===== src/rtl/nios2_cordic_cpu_mult_seq.sv =====
// Sequential signed/unsigned multiplier: one SLICE_W x DATA_W partial product per cycle, then a sign-correction step.
// Latency NSLICE+1 edges after the start edge; start is ignored while busy, flush aborts without a done pulse.
module nios2_cordic_cpu_mult_seq #(
    parameter int DATA_W  = 32,
    parameter int SLICE_W = 16
) (
    input  logic              clk,
    input  logic              reset,
    input  logic              start,
    input  logic              flush,
    input  logic [DATA_W-1:0] src1,
    input  logic [DATA_W-1:0] src2,
    input  logic              src1_signed,
    input  logic              src2_signed,
    input  logic              hi_sel,
    output logic              busy,
    output logic              done,
    output logic [DATA_W-1:0] result
);
    localparam int NSLICE = DATA_W / SLICE_W;
    localparam int KW     = (NSLICE > 1) ? $clog2(NSLICE) : 1;
    localparam int SHW    = $clog2(2 * DATA_W);

    typedef enum logic [1:0] {IDLE, ACCUM, CORRECT} state_t;

    state_t              state, state_nxt;
    logic [KW-1:0]       k;
    logic [2*DATA_W-1:0] acc;
    logic [2*DATA_W-1:0] pp;
    logic [DATA_W-1:0]   a, b;
    logic                a_sgn, b_sgn, hsel;
    logic [SLICE_W-1:0]  slice;
    logic [SHW-1:0]      sh;
    logic [DATA_W-1:0]   hi_fix;
    logic                accept, last;

    assign accept = (state == IDLE) && start && !flush;
    assign last   = (k == KW'(NSLICE - 1));
    assign busy   = (state != IDLE);

    always_comb begin
        slice = b[k*SLICE_W +: SLICE_W];
        sh    = SHW'(k) * SHW'(SLICE_W);
        pp    = ({{DATA_W{1'b0}}, a} * {{(2*DATA_W-SLICE_W){1'b0}}, slice}) << sh;
    end

    // The unsigned product over-counts by 2^DATA_W * (other operand) per negative signed operand.
    assign hi_fix = acc[2*DATA_W-1:DATA_W]
                  - ((a_sgn && a[DATA_W-1]) ? b : '0)
                  - ((b_sgn && b[DATA_W-1]) ? a : '0);

    always_ff @(posedge clk or posedge reset) begin
        if (reset) state <= IDLE;
        else       state <= state_nxt;
    end

    always_comb begin
        state_nxt = state;
        case (state)
            IDLE:    if (accept) state_nxt = ACCUM;
            ACCUM:   if (flush) state_nxt = IDLE;
                     else if (last) state_nxt = CORRECT;
            CORRECT: state_nxt = IDLE;
            default: state_nxt = IDLE;
        endcase
    end

    always_ff @(posedge clk or posedge reset) begin
        if (reset) begin
            acc    <= '0;
            k      <= '0;
            done   <= 1'b0;
            result <= '0;
            a      <= '0;
            b      <= '0;
            a_sgn  <= 1'b0;
            b_sgn  <= 1'b0;
            hsel   <= 1'b0;
        end else begin
            done <= 1'b0;
            case (state)
                IDLE: if (accept) begin
                    a     <= src1;
                    b     <= src2;
                    a_sgn <= src1_signed;
                    b_sgn <= src2_signed;
                    hsel  <= hi_sel;
                    acc   <= '0;
                    k     <= '0;
                end
                ACCUM: if (!flush) begin
                    acc <= acc + pp;
                    k   <= k + KW'(1);
                end
                CORRECT: if (!flush) begin
                    acc    <= {hi_fix, acc[DATA_W-1:0]};
                    result <= hsel ? hi_fix : acc[DATA_W-1:0];
                    done   <= 1'b1;
                end
                default: ;
            endcase
        end
    end
endmodule

===== config.mk =====
export PLATFORM = sky130hd
export DESIGN_NAME = nios2_cordic_cpu_mult_seq
export DESIGN_NICKNAME = d
export VERILOG_FILES = /design/src/rtl/nios2_cordic_cpu_mult_seq.sv
export SDC_FILE = /design/constraint.sdc
export NUM_CORES = 2
export LEC_CHECK = 0
export ABC_AREA = 1
export CORE_ASPECT_RATIO = 0.8
export CORE_MARGIN = 10
export CORE_UTILIZATION = 30
export DETAILED_ROUTE_END_ITERATION = 8
export PLACE_DENSITY_LB_ADDON = 0.12
export SYNTH_ARGS = -nofsm -noshare
export SYNTH_HDL_FRONTEND = slang
export SYNTH_SLANG_ARGS = --single-unit

===== constraint.sdc =====
create_clock -name clk -period 7.2 [get_ports clk]
set_input_delay 1.8 -clock clk [delete_from_list [all_inputs] [get_ports clk]]
set_output_delay 1.8 -clock clk [all_outputs]
set_load 0.03 [all_outputs]

* Word-level counts from Yosys, hierarchy flattened
Index checks and enable logic that the tools add are counted.
Word-level totals: word-level logic and storage cells 57, output and inout bits 34, input port bits 71, bits in registers 167
Cells by class: shift-type cells 2, multipliers 1, add/sub/neg operators 4, equal/unequal tests 6, bitwise logic cells 2, muxes and demuxes 16, reduce and logical (&&, ||, !) cells 15
Operator list (number):
- $mux W64 | 3
- $pmux W64 S3 | 1
- $mux W32 | 3
- $add A64 B64 Y64 | 1
- $shl A48 B5 Y64 | 1
- $sub A32 B32 Y32 | 2
- $mul A32 B16 Y48 | 1
- $shiftx A32 B6 Y16 | 1
- $reduce_and A4 Y1 | 2
- $mux W2 | 3
- $ne A2 B2 Y1 const B | 3
- $reduce_and A2 Y1 | 3
- $logic_and A1 B1 Y1 | 4
- $mux W1 | 4
- $pmux W2 S2 | 1
- $reduce_bool A2 Y1 | 2
- $ne A3 B3 Y1 const B | 1
- $reduce_and A3 Y1 | 1
- $reduce_bool A3 Y1 | 1
- $eq A2 B1 Y1 const B | 1
- $eq A2 B2 Y1 const B | 1
- $logic_not A2 Y1 | 1
- $not A1 Y1 | 2
- $pmux W1 S2 | 1
- 2 further kinds | 2

* Logic depth before layout (Yosys ltp)
depth after elaboration 6, depth in mapped cells 52, gate-level depth less buffers 49

* Worst setup path after synthesis
OpenSTA, ideal clock, no wires.
kind reg-to-reg, start point register k, end point register acc[63], setup slack -0.448 ns, library setup time 0.117 ns, period minus slack after synthesis 7.648 ns, buffers on the path 2, cell stages (with the launch flop) 46, required time 7.083 ns, arrival time 7.531 ns, cells stage by stage dfrtp_1 > inv_1 > clkbuf_1 > or2_2 > o21ai_1 > clkbuf_1 > nor2_1 > fa_1 > inv_1 > fa_1 > fa_1 > inv_1 > fa_1 > fa_1 > inv_1 > fa_1 > inv_1 > ha_1 > (+10 left out) > nand3_1 > o21ai_1 > ha_1 > nand2_1 > nor2_1 > inv_1 > nor2_1 > inv_2 > nor2_1 > inv_1 > nor3_1 > nand2_1 > nand3_1 > nand3_1 > nand3_1 > nand2_1 > nand2_1 > nand2_1
Between the ends: word-level cells in the longest chain between the ends 6
RTL lines:
- start, declared | line 27 | logic [KW-1:0] k;
- start signal, assigned | line 93 | k <= k + KW'(1);
- $shiftx A32 B6 Y16 | line 42 | slice = b[k*SLICE_W +: SLICE_W];
- $mul A32 B16 Y48 | line 44 | pp = ({{DATA_W{1'b0}}, a} * {{(2*DATA_W-SLICE_W){1'b0}}, slice}) << sh;
- $shl A48 B5 Y64 * | line 44
- $add A64 B64 Y64 * | line 92 | acc <= acc + pp;
- $mux W64 * | line 91 | ACCUM: if (!flush) begin
- $pmux W64 S3 * | line 81 | case (state)
- end signal, assigned | line 92
- end signal, assigned | line 96 | acc <= {hi_fix, acc[DATA_W-1:0]};
- end, declared | line 28 | logic [2*DATA_W-1:0] acc;
Mark *: on every way between the ends. The rest lies on a longest branch, timed or not. The select of a mux whose other input is x is not followed. A chain may end at the register's enable or synchronous reset.

* Worst setup path after layout
start point register k, end point register acc[58]
The elaborated chain is that of the path after synthesis.

==> summary.txt <==
Synth
  • Avg Synthesized Cell Area: 7.22 µm²
  • Post-Syn Nets: 5069
  • Cell count after synthesis: 4322
  • Top-area cell type share of the netlist area: 28.9%
  • Count leader, synth: nand2_1
  • List of most frequent post-synthesis cells: nand2_1 (1075), inv_1 (780), nor2_1 (555), fa_1 (450), a21oi_1 (240)
  • Ys Warns: 0
  • Yosys top cell by area: fa_1
  • Register area share after synthesis: 13.4%
  • Synth cell types: 58
  • Synth area leaders: fa_1 (29%), dfrtp_1 (13%), nand2_1 (13%)
  • Synthesized cell area: 31200 µm²
  • #FFs+latches synth: 167
  • Primary FF master, synth: dfrtp_1
  • Async SR Flop Fraction: 100%
  • EDFF count, synth: 0

Timing
  • Setup violations, final: 53
  • RSZ-0062 raised after global routing: true
  • PnR worst setup slack: -1.28 ns
  • Setup Skew: 0.0251 ns
  • Final Max Slew Viols: 0
  • Crit path time final: 8.48 ns
  • Final period utilization: 118%
  • Slew @ Worst Pin: 1.20 ns
  • Hold_ws: 0.481 ns
  • Final count of hold timing violations: 0
  • Rel. slew slack: 19.8%
  • Max Freq: 118 MHz

Floorplanning
  • Ports: 105
  • Std-Cell Rows: 105
  • Die X: 381 µm
  • Die height: 309 µm
  • Initial Util: 30.3%
  • Core Area: 103000 µm²
  • Die Area: 117000 µm²

Route
  • 1st-iter DRT viols: 2832
  • DR vias/cell: 4.82
  • Via Count: 31.9k
  • DR WL/cell: 22.0 µm
  • Post-DRT Antenna Nets: 0
  • DRT Pass-1 Iters: 6
  • DRT Wirelength: 145000 µm
  • Drc violations: 0

Finish
  • Design area: 44300 µm²
  • Area growth, synth to finish: 41.8%
  • Nets@finish: 5948
  • Layout cell share with drive strength beyond 1: 29.1%

Clock network
  • CTS tree: built
  • Worst-Skew Late Latency: 0.55 ns
  • TritonCTS buffer count: 17
  • CTS H-tree depth: 4
  • Clock transition at the registers of the reported paths: 0.08 ns
  • Root Buffer: clkbuf_16
  • Clock Path Buffers: 2
  • Num Clock Sinks: 167

Place
  • IO Port Bufs: 104
  • Placed wire-length estimate: 122000 µm
  • Post-DP Area: 40300 µm²
  • GPL Wtd Cong: 0.987

Hold path
  • Hold WC Path Type: reg -> reg

Setup path
  • CP most frequent cell: nand2_1
  • Worst setup path endpoint: acc[58]$_DFFE_PP0P_
  • Arrival @ worst endpoint: 8.97 ns
  • RR Startpoint: k$_DFFE_PP0P_
  • Setup crit start: k$_DFFE_PP0P_
  • Crit. End Element: flop
  • Kind of critical path: reg -> reg
  • Critical Path Start Type: flop
  • Largest stage delay, worst path: 0.51 ns
  • Worst r2r path cells: 45
  • Reg2Reg Capture Point: acc[58]$_DFFE_PP0P_
  • Slowest CP cell: fa_1
  • WP data required: 7.69 ns
  • R2r setup slk: -1.28 ns
  • Critical path peak fanout: 7

Status
  • Failing checks: setup timing
  • Status: finished, violations left

Global route
  • GRT Total Usage: 24.1%
  • First-pass GRT wire length: 210000 µm
  • GR Overflow Total: 0
  • Initial antenna violation count: 4
  • Vias in the first global route: 30.8k
  • Largest net degree at the start of global routing: 62

Flow run
  • Max-cap viol count: 0
worst min path at each step:
stage,startpoint,endpoint,slack [ns],cells after the start
floorplan,acc[27]$_DFFE_PP0P_,acc[27]$_DFFE_PP0P_,0.47,2
global placement,result[31]$_DFFE_PP0P_,result[31]$_DFFE_PP0P_,0.46,2
finish,result[31]$_DFFE_PP0P_,result[31]$_DFFE_PP0P_,0.48,2
global route,result[21]$_DFFE_PP0P_,result[21]$_DFFE_PP0P_,0.51,2
detailed placement,result[31]$_DFFE_PP0P_,result[31]$_DFFE_PP0P_,0.46,2
CTS,result[31]$_DFFE_PP0P_,result[31]$_DFFE_PP0P_,0.49,2
critical path, delay by kind of cell, from the launching register on:
family,cells,cell delay [ns]
fa+ha+maj,8,3.61
simple gates,16,1.85
buf+inv,14,1.39
compound gates,6,1.03
flops,1,0.40
xor+xnor,1,0.10
cells in the final DEF, fill, tap and decap left out, types with 12 or more instances in the layout:
master	n
nand2_1	996
buf_4	814
inv_1	734
nor2_1	452
fa_1	433
a21oi_1	184
ha_1	166
dfrtp_1	164
o21ai_0	108
clkdlybuf4s50_1	104
nand3_1	87
nor2_2	68
nand2_2	65
o21ai_1	65
a21oi_2	56
inv_2	53
ha_4	53
nor2_4	44
o21ai_2	43
buf_12	43
xor2_1	33
a21o_1	28
buf_6	26
mux2_2	25
nand3_2	24
clkbuf_16	23
nand2_4	21
o22ai_1	20
xnor2_1	19
fa_2	17
o21ai_4	15
nand4_1	15
o21bai_1	13
nor3_1	12
flip-flops by register name (all words and copies together), names as in the netlist:
name and count:
b 32, done 1, hsel 1, state 2, b_sgn 1, a 32, result 32, acc 64
a_sgn 1, k 1
layer usage:
| layer | part of all wire, % | global-route usage [%] |
|---|---|---|
| met1 | 52 | 38.8 |
| met2 | 38 | 32.3 |
| met3 | 8.9 | 5.43 |
| met4 | 1.2 | 3.64 |
| met5 | 0 | 0 |
cells by family after synthesis:
family                   count (synthesis)  synth area share, %
AND/OR/NAND/NOR                       1847                 23.7
flip-flops                             167                 13.4
adder cells (fa/ha/maj)                676                 37.9
multiplexers                            25                0.902
XOR/XNOR                                65                 1.82
buffers and inverters                  937                 11.4
AO/OA/AOI/OAI                          605                 10.9
stage by stage:
stage	cells	TNS, ns	setup WS [ns]	util (%)
after CTS	6560	-47.22	-1.24	41.4
final	6607	-47.77	-1.28	43.0
after global placement	6499	-87.00	-2.20	39.2
after detailed placement	6499	-86.09	-2.18	39.2
after global routing	6605	-64.42	-1.57	43.0
after floorplan	4322	-0.0172	-0.0172	-
timing repair:
| item | in CTS | in global routing |
|---|---|---|
| cloned | 4 | 6 |
| buffers inserted | 25 | 42 |
| pin swaps | 51 | 119 |
| hold buffers | 0 | 0 |
| setup endpoints to repair | 53 | 55 |
| resized for setup | 340 | 337 |
cell type report:
class,count,area (µm²)
Sequential cell,167,4180
Clock inverter,14,176
Multi-Input combinational cell,3218,26200
Inverter,802,3040
Fill cell,10700,58600
Tap cell,1391,1740
Antenna cell,2,5.00
Clock buffer,18,439
Timing Repair Buffer,995,8510
Power is left out: the tool's default activity adds up to more than one toggle a clock period on the data nets, which glitch-free logic cannot reach.
